==> src/rtl/tone_pkg.sv <==
// Definitions shared between the voice-tone adjuster and its frame seam smoother.
package tone_pkg;

    localparam int TONE_FRAME_LEN = 1024;
    localparam int SAMPLE_W       = 16;

    typedef logic signed [SAMPLE_W-1:0] sample_t;

    typedef enum logic [1:0] {
        UNSYNC   = 2'd0,
        FADE_IN  = 2'd1,
        PASS     = 2'd2,
        FADE_OUT = 2'd3
    } seam_state_e;

endpackage

==> src/rtl/seam_gain_mul.sv <==
// Two-stage registered signed sample * unsigned gain, scaled down by 2^GAIN_SH (floor).
module seam_gain_mul #(
    parameter int DATA_WIDTH = 16,
    parameter int GAIN_SH    = 5
) (
    input  logic                         clk,
    input  logic                         rst_n,
    input  logic signed [DATA_WIDTH-1:0] x_i,
    input  logic        [GAIN_SH:0]      gain_i,
    output logic signed [DATA_WIDTH-1:0] y_o
);

    localparam int PROD_W = DATA_WIDTH + GAIN_SH + 2;

    logic signed [DATA_WIDTH-1:0] x_p0_q;
    logic        [GAIN_SH:0]      gain_p0_q;
    logic signed [DATA_WIDTH-1:0] y_p1_q;
    logic signed [DATA_WIDTH-1:0] y_d;

    // Arithmetic shift floors toward minus infinity; |result| <= |x|+1 so no saturation.
    function automatic logic signed [DATA_WIDTH-1:0] scale_floor(
        input logic signed [DATA_WIDTH-1:0] x,
        input logic        [GAIN_SH:0]      g
    );
        logic signed [PROD_W-1:0] prod;
        prod = PROD_W'(x) * PROD_W'($signed({1'b0, g}));
        return DATA_WIDTH'(prod >>> GAIN_SH);
    endfunction

    assign y_d = scale_floor(x_p0_q, gain_p0_q);

    // stage 1: operands, stage 2: scaled product
    always_ff @(posedge clk or negedge rst_n) begin
        if (!rst_n) begin
            x_p0_q    <= '0;
            gain_p0_q <= '0;
            y_p1_q    <= '0;
        end else begin
            x_p0_q    <= x_i;
            gain_p0_q <= gain_i;
            y_p1_q    <= y_d;
        end
    end

    assign y_o = y_p1_q;

endmodule

==> src/rtl/frame_seam_smoother.sv <==
// Linear fade-out/fade-in around tone-adjuster frame boundaries, 2-cycle latency.
// Optional SEAM_STATS_EN adds the seam_cnt output counting fade-in entries.
module frame_seam_smoother
    import tone_pkg::*;
#(
    parameter int DATA_WIDTH = 16,
    parameter int FRAME_LEN  = TONE_FRAME_LEN,
    parameter int FADE_LEN   = 32
) (
    input  logic                         sck,
    input  logic                         rst_n,
    input  logic                         en,
    input  logic                         frame_sync,
    input  logic signed [DATA_WIDTH-1:0] ldata_in,
    input  logic signed [DATA_WIDTH-1:0] rdata_in,
    output logic signed [DATA_WIDTH-1:0] ldata_out,
    output logic signed [DATA_WIDTH-1:0] rdata_out,
    output logic                         seam_active
`ifdef SEAM_STATS_EN
    ,
    output logic [15:0]                  seam_cnt
`endif
);

    localparam int GAIN_SH = $clog2(FADE_LEN);
    localparam int P_W     = $clog2(FRAME_LEN);
    localparam logic [P_W-1:0] P_FADE_IN_END  = P_W'(FADE_LEN - 1);
    localparam logic [P_W-1:0] P_FADE_OUT_BEG = P_W'(FRAME_LEN - FADE_LEN);
    localparam logic [P_W-1:0] P_LAST         = P_W'(FRAME_LEN - 1);
    localparam logic [GAIN_SH:0] UNITY        = (GAIN_SH + 1)'(FADE_LEN);

    seam_state_e      state_q, state_d, st_cur;
    logic [P_W-1:0]   p_q, p_d, p_cur;
    logic [GAIN_SH:0] gain;
    logic             seam_now;
    logic [1:0]       seam_q;

    // frame_sync overrides the tracked phase for the sample arriving with it
    always_comb begin
        p_cur    = frame_sync ? '0 : p_q;
        st_cur   = frame_sync ? FADE_IN : state_q;
        gain     = UNITY;
        seam_now = 1'b0;
        p_d      = (st_cur == UNSYNC) ? '0 : p_cur + P_W'(1);
        state_d  = st_cur;
        case (st_cur)
            FADE_IN: begin
                gain     = (GAIN_SH + 1)'(p_cur + P_W'(1));
                seam_now = 1'b1;
                if (p_cur == P_FADE_IN_END)
                    state_d = (p_d == P_FADE_OUT_BEG) ? FADE_OUT : PASS;
            end
            PASS: begin
                if (p_d == P_FADE_OUT_BEG)
                    state_d = FADE_OUT;
            end
            FADE_OUT: begin
                gain     = (GAIN_SH + 1)'(P_LAST - p_cur);
                seam_now = 1'b1;
                if (p_cur == P_LAST)
                    state_d = FADE_IN;
            end
            default: ;
        endcase
        if (!en) begin
            gain     = UNITY;
            seam_now = 1'b0;
        end
    end

    always_ff @(posedge sck or negedge rst_n) begin
        if (!rst_n) begin
            state_q <= UNSYNC;
            p_q     <= '0;
            seam_q  <= '0;
        end else begin
            state_q <= state_d;
            p_q     <= p_d;
            seam_q  <= {seam_q[0], seam_now};
        end
    end

    assign seam_active = seam_q[1];

`ifdef SEAM_STATS_EN
    logic [15:0] seam_cnt_q;

    always_ff @(posedge sck or negedge rst_n) begin
        if (!rst_n)
            seam_cnt_q <= '0;
        else if (en && st_cur == FADE_IN && p_cur == '0)
            seam_cnt_q <= seam_cnt_q + 16'd1;
    end

    assign seam_cnt = seam_cnt_q;
`endif

    seam_gain_mul #(.DATA_WIDTH(DATA_WIDTH), .GAIN_SH(GAIN_SH)) u_mul_l (
        .clk    (sck),
        .rst_n  (rst_n),
        .x_i    (ldata_in),
        .gain_i (gain),
        .y_o    (ldata_out)
    );

    seam_gain_mul #(.DATA_WIDTH(DATA_WIDTH), .GAIN_SH(GAIN_SH)) u_mul_r (
        .clk    (sck),
        .rst_n  (rst_n),
        .x_i    (rdata_in),
        .gain_i (gain),
        .y_o    (rdata_out)
    );

endmodule

==> config.mk <==
export PLATFORM = sky130hd
export DESIGN_NAME = frame_seam_smoother
export DESIGN_NICKNAME = d
export VERILOG_FILES = /design/src/rtl/tone_pkg.sv /design/src/rtl/seam_gain_mul.sv /design/src/rtl/frame_seam_smoother.sv
export SDC_FILE = /design/constraint.sdc
export NUM_CORES = 1
export LEC_CHECK = 0
export ABC_AREA = 0
export CORE_UTILIZATION = 40
export DETAILED_ROUTE_END_ITERATION = 8
export HOLD_SLACK_MARGIN = 0.06
export MAX_ROUTING_LAYER = met4
export PLACE_DENSITY = 0.69
export RECOVER_POWER = 100
export SYNTH_ARGS = -nofsm -noshare
export SYNTH_HDL_FRONTEND = slang
export SYNTH_SLANG_ARGS = --single-unit
==> constraint.sdc <==
create_clock -name sck -period 4.64 [get_ports sck]
set_clock_uncertainty 0.05 [all_clocks]
set_input_delay 0.696 -clock sck [delete_from_list [all_inputs] [get_ports sck]]
set_output_delay 0.696 -clock sck [all_outputs]
set_load 0.01 [all_outputs]
==> metrics.json <==
{
  "run_status": {"value": "finished, violations left"},
  "violated_checks": {"value": "capacitance limit, slew limit"},
  "crit_fanout": {"value": 17},
  "initialDrtViolationCount": {"value": 265},
  "cap_violations": {"value": 1},
  "unrepaired_setup_endpoints_after_global_routing": {"value": "true"},
  "crit_path_cell_trace": {"value": "buf_12 -> and2_1 -> fa_1 -> inv_1 -> fa_1 -> inv_1 -> fa_1 -> inv_1 -> fa_1 -> inv_1 -> ha_1 -> o2111ai_2 -> a31oi_4 -> a21oi_1 -> buf_4 -> o21ai_1 -> xor2_1"},
  "die_footprint": {"value": 22600, "unit": "um^2"},
  "max-slew-margin-rel": {"value": -51.5, "unit": "%"},
  "cp-start-kind": {"value": "flip-flop"},
  "timing.setup.critical_path_class": {"value": "reg -> reg"},
  "crit_path_start": {"value": "u_mul_r.gain_p0_q[1]"},
  "final-setup-viol-count": {"value": 0},
  "postSynth.asyncResetShare": {"value": 100, "unit": "%"},
  "standard_cell_area_after_detailed_placement": {"value": 9900, "unit": "um^2"},
  "wl": {"value": 17100, "unit": "um"},
  "clk_pin_slew": {"value": 70, "unit": "ps"},
  "netlist_area": {"value": 8790, "unit": "um^2"},
  "footprint_of_the_multi_input_gates": {"value": 6120, "unit": "um^2"},
  "synth_enable_flop_cells": {"value": 0},
  "switching_fraction": {"value": 34.9, "unit": "%"},
  "synthesis.nets": {"value": 1115},
  "via_count_of_the_first_global_routing_pass": {"value": 6235},
  "cts-root-to-sink-buffers": {"value": 2},
  "netlist-cell-type-count": {"value": 53},
  "worstPathRequired": {"value": 4870, "unit": "ps"},
  "ys.warnings.count": {"value": 0},
  "areaGrowthSynthToFinish": {"value": 17.5, "unit": "%"},
  "worst_path_largest_cell_delay": {"value": 530, "unit": "ps"},
  "syn-instance-count": {"value": 878},
  "tritoncts": {"value": "done"},
  "dpl.hpwl": {"value": 13300, "unit": "um"},
  "report.final.hold_viol_count": {"value": 0},
  "grt_first_pass_wirelength": {"value": 29600, "unit": "um"},
  "power.static_leakage": {"value": 5.29, "unit": "nW"},
  "route.detailed.vias_per_inst": {"value": 4.91},
  "pwr-share-seq": {"value": 34.0, "unit": "%"},
  "fin_ws": {"value": 191, "unit": "ps"},
  "ranking_of_synthesized_cells_by_area": {"value": "sky130_fd_sc_hd__fa_1 (28%), sky130_fd_sc_hd__dfrtp_1 (24%), sky130_fd_sc_hd__ha_1 (11%)"},
  "clock_tree.root_cell": {"value": "sky130_fd_sc_hd__clkbuf_16"},
  "hold_buffers": {"value": 0},
  "synth.most_common_cell": {"value": "sky130_fd_sc_hd__inv_1"},
  "gr-total-overflow": {"value": 0},
  "final_antenna_net_count": {"value": 0},
  "die_x": {"value": 150, "unit": "um"},
  "remaining_drc_errors": {"value": 0},
  "netlist_top_cells_count": {"value": "sky130_fd_sc_hd__inv_1 (155), sky130_fd_sc_hd__and2_1 (152), sky130_fd_sc_hd__fa_1 (122)"},
  "drt_pre_antenna_iters": {"value": 4},
  "cts_inserted_buffers": {"value": 9},
  "drive_gt1_share": {"value": 6.84, "unit": "%"},
  "diodes": {"value": 0},
  "grt_start_max_net_pins": {"value": 45},
  "combPwrFrac": {"value": 39.4, "unit": "%"},
  "cts_sinks": {"value": 84},
  "finalWeightedCongestion": {"value": 0.829},
  "yosysTopAreaCell": {"value": "sky130_fd_sc_hd__fa_1"},
  "power.internal": {"value": 1.77, "unit": "mW"},
  "layout_worst_path_cycle_share": {"value": 95.9, "unit": "%"},
  "ys_dominant_reg_cell": {"value": "sky130_fd_sc_hd__dfrtp_1"},
  "core_area": {"value": 21300, "unit": "um^2"},
  "design_area": {"value": 10300, "unit": "um^2"},
  "vdd_drop_max": {"value": 0.164, "unit": "mV"},
  "timing.fmax": {"value": 225, "unit": "MHz"},
  "synth_seq_cells": {"value": 84},
  "htree_num_levels": {"value": 3},
  "io_buffer_count": {"value": 68},
  "floorplan.die.height": {"value": 150, "unit": "um"},
  "period_needed": {"value": 4450, "unit": "ps"},
  "netlist.area_leader.share": {"value": 27.8, "unit": "%"},
  "crit_arrival": {"value": 4680, "unit": "ps"},
  "routed_wire_length_per_instance": {"value": 13.8, "unit": "um"},
  "clock_power_share": {"value": 26.6, "unit": "%"},
  "power_density": {"value": 262, "unit": "nW/um^2"},
  "rows": {"value": 53},
  "synth_seq_area_share": {"value": 23.9, "unit": "%"},
  "number_of_antenna_violations_at_the_first_check_in_global_routing": {"value": 0},
  "post_synth.cell_area_avg": {"value": 10.0, "unit": "um^2"},
  "route.vias.total": {"value": 6089},
  "number_of_nets_in_the_final_layout": {"value": 1197},
  "top_level_ports": {"value": 69},
  "fin_util": {"value": 48.6, "unit": "%"},
  "worst_hold_path_type": {"value": "reg -> reg"},
  "timing_worst_slew_pin_value": {"value": 2270, "unit": "ps"},
  "dp_worst_slack": {"value": 15.4, "unit": "ps"},
  "totalPowerFinal": {"value": 2.71, "unit": "mW"},
  "clock_latency_of_the_later_clocked_register_in_the_worst_skew_pair": {"value": 360, "unit": "ps"},
  "number_of_filler_cells_placed_in_the_layout": {"value": 1969},
  "final-max-slew-violation-count": {"value": 42},
  "power.switching": {"value": 945, "unit": "uW"},
  "timing.rr.start": {"value": "u_mul_r.gain_p0_q[1]"},
  "sequential_cell_area": {"value": 2100, "unit": "um^2"},
  "slowest_stage": {"value": "sky130_fd_sc_hd__fa_1"},
  "initial_util": {"value": 41.3, "unit": "%"},
  "timing.critical_path.to_type": {"value": "flip-flop"},
  "worstHoldStart": {"value": "seam_q[0]"},
  "grt_use_total": {"value": 17.2, "unit": "%"}
}
## sequential cells by signal, summed over array words and instances (netlist names)
register	count
state_q	2
p_q	10
u_mul_l.x_p0_q	16
u_mul_r.y_o	16
u_mul_l.y_o	16
seam_q	2
u_mul_r.gain_p0_q	6
u_mul_r.x_p0_q	16
## final timing paths
check,slack [ps],end,cells past startpoint
setup / recovery,190,u_mul_r.y_o[13],17
hold / removal,320,seam_q[1],0
setup reg to reg,190,u_mul_r.y_o[13],17
hold reg to reg,320,seam_q[1],0
max in group asynchronous,1440,u_mul_r.gain_p0_q[2],2
min in group asynchronous,960,u_mul_l.y_o[5],1
## power groups by stage
| stage | Sequential, mW | Clock [mW] | Combinational [mW] |
|---|---|---|---|
| 2_1_floorplan | 0.983 | 0 | 0.612 |
| 3_5_place_dp | 0.944 | 0 | 1.09 |
| 4_1_cts | 0.931 | 0.740 | 1.10 |
| 3_3_place_gp | 0.947 | 0 | 1.07 |
| 6_report | 0.922 | 0.720 | 1.07 |
| 5_1_grt | 0.941 | 0.772 | 1.22 |
## worst max-delay path: cells and delay by family (launching register included)
kind / cells / cell delay, ps
buffers and inverters: 6 / 520
AO/OA/AOI/OAI: 4 / 680
flip-flops: 1 / 450
XOR/XNOR: 1 / 160
AND/OR/NAND/NOR: 1 / 150
adder cells (fa/ha/maj): 5 / 2360
## through the flow
step                hold slack [ps]  TNS (ps)  instances
finish                          323         0       1240
global route                    347     -85.1       1240
CTS                             291         0       1234
detailed placement              313         0       1218
global placement                292         0       1218
floorplan                       281         0        878
## metal layers
layer  GRT usage, %  share of wire (%)
met2           27.6                 49
met3           2.79                3.1
met5              -                  0
met4           4.34                1.0
met1           22.8                 47
## layout by cell type, fill, tap and decap left out, types with 2 or more instances in the layout
master / count
sky130_fd_sc_hd__nand2b_1: 7
sky130_fd_sc_hd__ha_4: 4
sky130_fd_sc_hd__nand2_1: 51
sky130_fd_sc_hd__inv_1: 153
sky130_fd_sc_hd__ha_1: 74
sky130_fd_sc_hd__clkinv_2: 2
sky130_fd_sc_hd__nand3_1: 7
sky130_fd_sc_hd__a21oi_2: 2
sky130_fd_sc_hd__fa_1: 121
sky130_fd_sc_hd__or2_1: 3
sky130_fd_sc_hd__clkbuf_1: 2
sky130_fd_sc_hd__a21oi_1: 23
sky130_fd_sc_hd__xor2_1: 19
sky130_fd_sc_hd__nor4_1: 3
sky130_fd_sc_hd__dfrtp_2: 2
sky130_fd_sc_hd__o22a_1: 2
sky130_fd_sc_hd__o2111ai_2: 2
sky130_fd_sc_hd__o21bai_1: 2
sky130_fd_sc_hd__a31oi_1: 2
sky130_fd_sc_hd__and2_1: 149
sky130_fd_sc_hd__buf_4: 20
sky130_fd_sc_hd__xnor2_1: 32
sky130_fd_sc_hd__buf_12: 2
sky130_fd_sc_hd__dfrtp_1: 82
sky130_fd_sc_hd__nor3_1: 10
sky130_fd_sc_hd__clkbuf_16: 9
sky130_fd_sc_hd__and3_1: 3
sky130_fd_sc_hd__or3_1: 3
sky130_fd_sc_hd__o21ai_1: 4
sky130_fd_sc_hd__nor2b_1: 8
sky130_fd_sc_hd__dlygate4sd3_1: 66
sky130_fd_sc_hd__inv_2: 2
sky130_fd_sc_hd__and2_0: 2
sky130_fd_sc_hd__nand4_1: 7
sky130_fd_sc_hd__o21ai_0: 8
sky130_fd_sc_hd__o211ai_1: 4
sky130_fd_sc_hd__buf_6: 2
sky130_fd_sc_hd__inv_6: 2
sky130_fd_sc_hd__nor2_1: 20
sky130_fd_sc_hd__a21o_1: 15
## logic make-up (layout without fill, tap and decap cells)
group | after synthesis | in the layout | share of synthesized area, %
AND/OR/NAND/NOR | 280 | 280 | 18.0
adder cells (fa/ha/maj) | 201 | 201 | 39.0
buffers and inverters | 179 | 266 | 7.67
flip-flops | 84 | 84 | 23.9
AO/OA/AOI/OAI | 83 | 83 | 6.30
XOR/XNOR | 51 | 51 | 5.08
## what timing repair did
action	CTS	global route
buffers inserted	0	5
resized for setup	1	26
pin swaps	0	10
gates cloned	0	1
endpoints found under the hold margin	0	0
setup endpoints to repair	1	12
## layout make-up
cell class	instances	share of cell area, %
clock inverter	6	0.448
clock buffer	10	2.31
timing repair buffer	95	8.72
tap	275	3.33
inverter	155	5.63
sequential	84	20.4
multi-input combinational	615	59.2
Note: power is estimated with default switching activity, not from simulation.
